File: src/rtl/tl_controller.sv
// rtl/tl_controller.sv - two-road traffic-light Moore FSM with programmable yellow length
module tl_controller #(
  parameter int YELLOW_CYCLES = 1
) (
  input  logic       clk,
  input  logic       reset,
  input  logic       Ta,
  input  logic       Tb,
  output logic [1:0] La,
  output logic [1:0] Lb
);

  localparam int CW = $clog2(YELLOW_CYCLES + 1);
  localparam logic [CW-1:0] YLAST = CW'(YELLOW_CYCLES - 1);

  localparam logic [1:0] GREEN  = 2'b00;
  localparam logic [1:0] YELLOW = 2'b01;
  localparam logic [1:0] RED    = 2'b10;

  typedef enum logic [1:0] {
    S0 = 2'd0,  // A green
    S1 = 2'd1,  // A yellow
    S2 = 2'd2,  // B green
    S3 = 2'd3   // B yellow
  } state_t;

  state_t        state_q;
  logic [CW-1:0] ycnt_q;

  // State and yellow counter; the counter only runs while a yellow phase is showing
  always_ff @(posedge clk or posedge reset) begin
    if (reset) begin
      state_q <= S0;
      ycnt_q  <= '0;
    end else begin
      case (state_q)
        S0: begin
          ycnt_q <= '0;
          if (!Ta) state_q <= S1;
        end
        S1: begin
          if (ycnt_q == YLAST) begin
            state_q <= S2;
            ycnt_q  <= '0;
          end else begin
            ycnt_q  <= ycnt_q + 1'b1;
          end
        end
        S2: begin
          ycnt_q <= '0;
          if (!Tb) state_q <= S3;
        end
        S3: begin
          if (ycnt_q == YLAST) begin
            state_q <= S0;
            ycnt_q  <= '0;
          end else begin
            ycnt_q  <= ycnt_q + 1'b1;
          end
        end
        default: begin
          state_q <= S0;
          ycnt_q  <= '0;
        end
      endcase
    end
  end

  // Light heads decode from the state register alone, so sensors never reach the lamps directly
  always_comb begin
    La = RED;
    Lb = RED;
    case (state_q)
      S0: begin La = GREEN;  Lb = RED;    end
      S1: begin La = YELLOW; Lb = RED;    end
      S2: begin La = RED;    Lb = GREEN;  end
      S3: begin La = RED;    Lb = YELLOW; end
      default: begin La = GREEN; Lb = RED; end
    endcase
  end

endmodule

File: config.mk
export PLATFORM = sky130hd
export DESIGN_NAME = tl_controller
export DESIGN_NICKNAME = d
export VERILOG_FILES = /design/src/rtl/tl_controller.sv
export SDC_FILE = /design/constraint.sdc
export NUM_CORES = 1
export LEC_CHECK = 0
export ABC_AREA = 0
export ABC_CLOCK_PERIOD_IN_PS = 1300
export CORE_AREA = 2 2 39 41
export CTS_CLUSTER_SIZE = 30
export DETAILED_ROUTE_END_ITERATION = 8
export DIE_AREA = 0 0 41 43
export PLACE_DENSITY_LB_ADDON = 0.1
export SLEW_MARGIN = 20
export SYNTH_ARGS = -nofsm -noshare
export SYNTH_HDL_FRONTEND = slang
export SYNTH_SLANG_ARGS = --single-unit
export TNS_END_PERCENT = 10
File: constraint.sdc
create_clock -name clk -period 1.3 [get_ports clk]
set_input_delay 0.26 -clock clk [delete_from_list [all_inputs] [get_ports clk]]
set_output_delay 0.26 -clock clk [all_outputs]
set_load 0.01 [all_outputs]
* Word level (Yosys, flattened, before mapping)
Index checks and enable logic that the tools add are counted.
** Storage, ports and cells
- Word-level logic and storage cells :: 25
- Register bits after elaboration :: 3
- Output and inout bits :: 4
** Cells by class
- Eq/ne operators :: 7
- Add/sub/neg operators :: 1
- Reduce and logical (&&, ||, !) cells :: 6
- Muxes and demuxes :: 9
** Operator list (number)
- one-hot mux 2 bit (3 select lines) :: 2
- two-way mux 2 bit :: 4
- inequality test 2 bit, second input constant :: 4
- one-hot mux 2 bit (4 select lines) :: 1
- OR reduction 2 bit :: 4
- equality test 2 bit, second input constant :: 2
- AND reduction 4 bit :: 1
- equality test 2 x 1 -> 1 bit, second input constant :: 1
- zero test 2 bit :: 1
- one-hot mux 1 bit (2 select lines) :: 1
- adder 1 bit, second input constant :: 1
- two-way mux 1 bit :: 1

* Logic depth before layout (Yosys ltp)
Gate-level depths: netlist (run 1).
- Word-level depth :: 3
- Depth in mapped cells :: 4
- Gate-level depth less buffers :: 4

* Worst setup path before layout (run 1)
Ideal clock, no wire load.
- Path kind :: register -> register
- From :: register state_q[0]
- To :: register state_q[1]
- Required time :: 1.175 ns
- Data arrival time :: 1.207 ns
- Cell stages (with the launch flop) :: 5
- Setup slack :: -0.032 ns
- Buffers on the path :: 0
- Cells stage by stage :: dfrtp_1 > inv_1 > ha_1 > a22o_2 > mux2_4
** Between the ends
- Longest elaborated chain between the ends :: 3
- Elaborated cells between the ends (all ways) :: 10
- Those cells by class :: eq/ne (7); mux (1); reduce/logical (2)
** Ends and longest elaborated chain
- from (decl) :: RTL line 27 : state_t state_q;
- from (signal assigned) :: RTL line 33 : state_q <= S0;
- from (signal assigned) :: RTL line 39 : if (!Ta) state_q <= S1;
- from (signal assigned) :: RTL line 43 : state_q <= S2;
- equality test 2 x 1 -> 1 bit, or another cell as far along :: RTL line 36 : case (state_q)
- inequality test 2 bit (no line)
- AND reduction 4 bit (no line)
Parallel ways exist; a longest one is shown, timed or not.
A chain may end at the register's enable or synchronous reset.

* Worst setup path in the final report (run 1)
- From :: register state_q[1]
- To :: register state_q[1]
Same word-level chain as after synthesis.

==> metrics.md, run 1 <==
| Metric | Value |
|---|---|
| Status | complete, but fails checks |
| Failing checks | setup timing |
| Area of the core | 0.00138 sq mm |
| Vias | 173 |
| Part of the Yosys area used for sequential elements | 27.6% |
| Area Growth Syn to Fin | 117% |
| Setup WS pre-CTS | -0.324 ns |
| I/O pin count | 8 |
| Pins Over Slew Limit | 0 |
| Final nets | 45 |
| Post-synth cell types | 8 |
| FMAX | 708 MHz |
| Final period utilization | 109% |
| Die X-Extent | 41 um |
| Die ar. | 0.00176 sq mm |
| Layout cells sized above 1 | 75.8% |
| CTS tree | done |
| Antenna violations before repair | 0 |
| Initial DRC Count | 1 |
| Minimum clock period | 1.41 ns |
| Max-cap check violation count | 0 |
| Register area | 51.3 sq um |
| Final Instance Area | 394 sq um |
| Worst Path Max Fanout | 5 |
| Crit-path cells | ha_4 -> buf_6 -> a22o_4 -> mux2_4 |
| Clock buffer count from CTS | 3 |
| Worst Setup Start Kind | flop |
| GRT Util Overall | 6.61% |
| Hold Buf Count CTS | 0 |
| Pin count of the biggest net entering global routing | 6 |
| Global placer's final weighted congestion | 0.660 |
| Crit path from | state_q[1] |
| Synth Area per Inst | 10.7 sq um |
| Top cell type's share of synthesized area | 41.4% |
| Critical path capture point type | flop |
| CTS max path bufs | 2 |
| Worst IR Drop VDD | 0.603 mV |
| Global-route wire length before repair | 724 um |
| GRT overflow | 0 |
| Synthesized Nets | 27 |
| Layout Cells excl Fill | 49 |
| WHS | 0.193 ns |
| Cell Area, Synth | 181 sq um |
| Largest register FFs | 2 |
| Setup ws final | -0.112 ns |
| Slowest CP cell | dfrtp_2 |
| Antenna Nets Post-Route | 0 |
| WP data arrival | 1.52 ns |
| Port Buffer Count | 7 |
| Vias/cell | 3.53 |
| Drt wl/cell | 9.10 um |
| Gate count after technology mapping | 17 |
| Fillers | 147 |
| Clock root cell | clkbuf_4 |
| Clock slew at reported path FFs | 0.03 ns |
| Number of antenna diodes | 0 |
| Placed cells | 46 |
| Area post-placement | 319 sq um |
| Biggest regs | state_q (2) |
| Vias in the first global route | 181 |
| Biggest register | state_q |
| Post-synth top area cell | ha_1 |
| Critical R2R Launch | state_q[1] |
| Synth top area cells | ha_1 (41%), dfrtp_1 (28%), mux2_4 (8.3%), inv_1 (6.2%), a22o_2 (5.5%) |
| DRT Pass-1 Iters | 2 |
| Pwr Density | 2650 mW/mm^2 |
| Clock sink total | 2 |
| Total number of yosys warnings | 0 |
| Crit path kind | reg2reg |
| Setup repair bufs after CTS | 0 |
| # setup viols final | 5 |
| Die Height | 43 um |
| HPWL after DPL | 322 um |
| WP data required | 1.41 ns |
| Worst Skew | 0.00348 ns |
| Hold Path Class | in2async |
| RSZ-0062 raised after global routing | true |
| Max_slew headroom | 86.9% |
| DR DRC count | 0 |
| Total Wirelength | 446 um |
| Worst-margin pin slew | 0.195 ns |
| Multi-input gate area | 180 sq um |
| Leak Pwr | 0.181 nW |
| CP peak stage delay | 0.45 ns |
| Initial Util | 13.1% |
| Final hold violation count | 0 |
| Register bit total from synthesis | 2 |
| H-tree Lvls | 1 |
| Clock Latency Late Sink | 0.23 ns |
| Row Count | 14 |
## cell usage in the layout (no fill, tap or decap), types with 2 or more instances in the layout
cell type        synthesis  layout
ha_2                     0       2
buf_2                    0       3
inv_2                    0       2
buf_4                    0       4
clkdlybuf4s50_1          0       3
ha_4                     0       3
clkbuf_4                 0       3
buf_6                    0       3
## per-layer routing
layer	share of wire [%]	wire length [um]	track usage, %	up-vias
li1	-	-	-	88
met1	40	177	7.96	76
met2	50	224	8.13	7
met3	6.1	27	0	2
met4	3.4	15	10.0	0
met5	0	0	0	-
## power by group
group	internal (mW)	switching (mW)	leakage [nW]	total, mW
Combinational	0.438	0.311	0.144	0.749
Sequential	0.102	0.0551	0.0225	0.157
Clock	0.102	0.0362	0.0138	0.138
## final cells by class
class	count	area share, %
clock buffers	3	5.71
inverters	3	2.86
multi-input cells	12	45.7
flip-flops and latches	2	13.0
well taps	16	5.08
repair buffers	13	27.6
## final timing paths
| path | slack (ns) | to | cells past startpoint |
|---|---|---|---|
| worst max-delay path | -0.11 | state_q[1] | 4 |
| worst min-delay path | 0.19 | state_q[1] | 2 |
| worst max register to register | -0.11 | state_q[1] | 4 |
| worst min register to register | 0.62 | state_q[1] | 1 |
| max in group asynchronous | 0.98 | state_q[1] | 2 |
| min in group clk | 0.62 | state_q[1] | 1 |
## through the flow
stage,setup TNS [ns],util (%),power (mW)
2_1_floorplan,0,-,0.427
3_3_place_gp,-1.22,23.1,0.770
3_5_place_dp,-1.29,23.1,0.776
4_1_cts,-0.490,27.7,1.01
5_1_grt,-0.639,28.5,1.14
6_report,-0.394,28.5,1.04
## cells by family (layout without fill, tap and decap cells)
kind of cell / Yosys count / count (layout) / share of synthesized area (%)
AO/OA/AOI/OAI: 3 / 3 / 12.4
AND/OR/NAND/NOR: 2 / 2 / 4.14
adder cells (fa/ha/maj): 6 / 6 / 41.4
buffers and inverters: 3 / 19 / 6.21
multiplexers: 1 / 1 / 8.27
flip-flops: 2 / 2 / 27.6
## timing repair
item / 4_1_cts / 5_1_grt
resized for setup: 29 / 3
endpoints found under the setup margin: 6 / 5
pin swaps: 1 / 2
hold endpoints to repair: 0 / 0
## worst max-delay path, delay by kind of cell (launching register included)
family,cells,cell delay [ns]
buffers and inverters,1,0.11
adder cells (fa/ha/maj),1,0.19
multiplexers,1,0.29
flip-flops,1,0.45
AO/OA/AOI/OAI,1,0.25
## cells in the mapped netlist
master,instances
ha_1,6
inv_1,3
dfrtp_1,2
nor2_1,2
a211oi_1,1
a21oi_1,1
a22o_2,1
mux2_4,1
(Power assumes the default switching activity.)
==> inputs of run 2 (changes only) <==
Settings changed: ABC_AREA 0 to unset, SKIP_CTS_REPAIR_TIMING set to 1.
==> metrics.md, run 2 (synthesized netlist as in run 1, its figures left out) <==
| Metric | Value |
|---|---|
| Fillers | 150 |
| Clock sink total | 2 |
| Status | complete, but fails checks |
| Pin count of the biggest net entering global routing | 6 |
| Worst Path Max Fanout | 5 |
| Largest register FFs | 2 |
| Core Util, Final | 27.7% |
| Clock slew at reported path FFs | 0.03 ns |
| GRT overflow | 0 |
| Setup ws final | -0.120 ns |
| DRT Pass-1 Iters | 1 |
| Minimum clock period | 1.42 ns |
| WP data arrival | 1.53 ns |
| WP data required | 1.41 ns |
| Vias | 180 |
| Switching fraction of total power | 37.8% |
| Failing checks | setup timing |
| Clock Latency Late Sink | 0.23 ns |
| Flop pwr share | 15.4% |
| P_sw | 0.381 mW |
| Commonest non-fill, non-tap cell in the layout | buf_4 |
| Critical path capture point type | flop |
| Total Wirelength | 444 um |
| Critical R2R Launch | state_q[1] |
| CP peak stage delay | 0.45 ns |
| HPWL after DPL | 322 um |
| Row Count | 14 |
| Global-route wire length before repair | 724 um |
| Biggest register | state_q |
| Logic pwr share | 70.9% |
| Internal power component | 0.628 mW |
| Clock root cell | clkbuf_4 |
| Die Height | 43 um |
| GRT Util Overall | 6.61% |
| Reg-to-Reg End | state_q[1] |
| Worst reg2reg setup slack | -0.12 ns |
| TNS Setup | -0.458 ns |
| FMAX | 704 MHz |
| I/O pin count | 8 |
| Final Instance Area | 383 sq um |
| Die ar. | 0.00176 sq mm |
| H-tree Lvls | 1 |
| Antenna violations before repair | 0 |
| Leak Pwr | 0.189 nW |
| Crit path kind | reg2reg |
| Antenna Nets Post-Route | 0 |
| Max-cap check violation count | 0 |
| Area of the core | 0.00138 sq mm |
| Hold Path Class | in2async |
| Clk network pwr share | 13.7% |
| Port Buffer Count | 7 |
| CTS tree | done |
| Final hold violation count | 0 |
| Vias in the first global route | 179 |
| Vias/cell | 3.60 |
| Worst IR Drop VDD | 0.552 mV |
| # setup viols final | 5 |
| Global placer's final weighted congestion | 0.660 |
| CTS max path bufs | 2 |
| Total power | 1.01 mW |
| WHS | 0.191 ns |
| Layout cells sized above 1 | 70.6% |
| Slowest CP cell | dfrtp_2 |
| Number of antenna diodes | 0 |
| Commonest cells after routing, fill and taps aside | buf_4 (7), clkbuf_4 (3), clkdlybuf4s50_1 (3) |
| Die X-Extent | 41 um |
| Crit-path cells | ha_4 -> buf_4 -> a22o_4 -> mux2_4 |
| DR DRC count | 0 |
| Clock buffer count from CTS | 3 |
| Biggest regs | state_q (2) |
| RSZ-0062 raised after global routing | true |
| Final period utilization | 109% |
| R2R depth | 4 |
| Initial DRC Count | 0 |
| Worst Setup Start Kind | flop |
| Area post-placement | 319 sq um |
| Area Growth Syn to Fin | 111% |
| Final nets | 46 |
| Worst Skew | 0.00343 ns |
| Pwr Density | 2640 mW/mm^2 |
| Pins Over Slew Limit | 0 |
| Drt wl/cell | 8.88 um |
| Worst-margin pin slew | 0.193 ns |
| Max_slew headroom | 87.0% |
| Initial Util | 13.1% |
## run 2: cell count changes in the layout (fill, tap and decap cells not counted), sizes merged
cell and change:
buf -2, clkbuf +2, dlymetal6s2s +1
## run 2: through the flow
stage | cells | setup WS, ns
6_report | 50 | -0.120
5_1_grt | 50 | -0.162
4_1_cts | 49 | -0.572
3_5_place_dp | 46 | -0.324
3_3_place_gp | 46 | -0.305
2_1_floorplan | 17 | 0.00631
## run 2: critical path, delay by kind of cell (launching register included)
family | cells | cell delay, ns
fa+ha+maj | 1 | 0.19
buf+inv | 1 | 0.13
flops | 1 | 0.45
compound gates | 1 | 0.24
mux | 1 | 0.29
## run 2: how the worst max path moves through the flow
| stage | endpoint | cells after the start | start | slack (ns) |
|---|---|---|---|---|
| after detailed placement | La[1] | 4 | state_q[1] | -0.32 |
| after floorplan | state_q[1] | 4 | state_q[1] | 0.006 |
| after CTS | La[1] | 4 | state_q[1] | -0.57 |
| after global routing | state_q[1] | 5 | state_q[0] | -0.16 |
| after global placement | La[1] | 4 | state_q[1] | -0.31 |
| final | state_q[1] | 4 | state_q[1] | -0.12 |
## run 2: per-layer routing
metal / track usage, % / part of all wire (%) / wire length [um] / vias to the layer above
met1: 7.96 / 40 / 177 / 80
met2: 8.13 / 50 / 222 / 7
li1: - / - / - / 91
met3: 0 / 6.5 / 29 / 2
met5: 0 / 0 / 0 / -
met4: 10.0 / 3.4 / 15 / 0
## run 2: power groups by stage
stage | clock (mW) | combinational [mW] | sequential [mW]
2_1_floorplan | 0 | 0.294 | 0.134
3_3_place_gp | 0 | 0.623 | 0.146
3_5_place_dp | 0 | 0.628 | 0.148
4_1_cts | 0.150 | 0.632 | 0.146
5_1_grt | 0.147 | 0.797 | 0.162
6_report | 0.138 | 0.715 | 0.156
## run 2: area by class of cell
| class | count | area [sq um] | area share [%] |
|---|---|---|---|
| multi-input cells | 12 | 168 | 43.8 |
| repair buffers | 14 | 110 | 28.8 |
| flip-flops and latches | 2 | 51.3 | 13.4 |
| clock buffers | 3 | 22.5 | 5.88 |
| well taps | 16 | 20.0 | 5.23 |
| inverters | 3 | 11.3 | 2.94 |
==> inputs of run 3 (changes only) <==
Settings changed: ABC_CLOCK_PERIOD_IN_PS 1300 to unset.
==> results of run 3 <==
No change in the layout: final DEF, timing and power equal those of run 2.
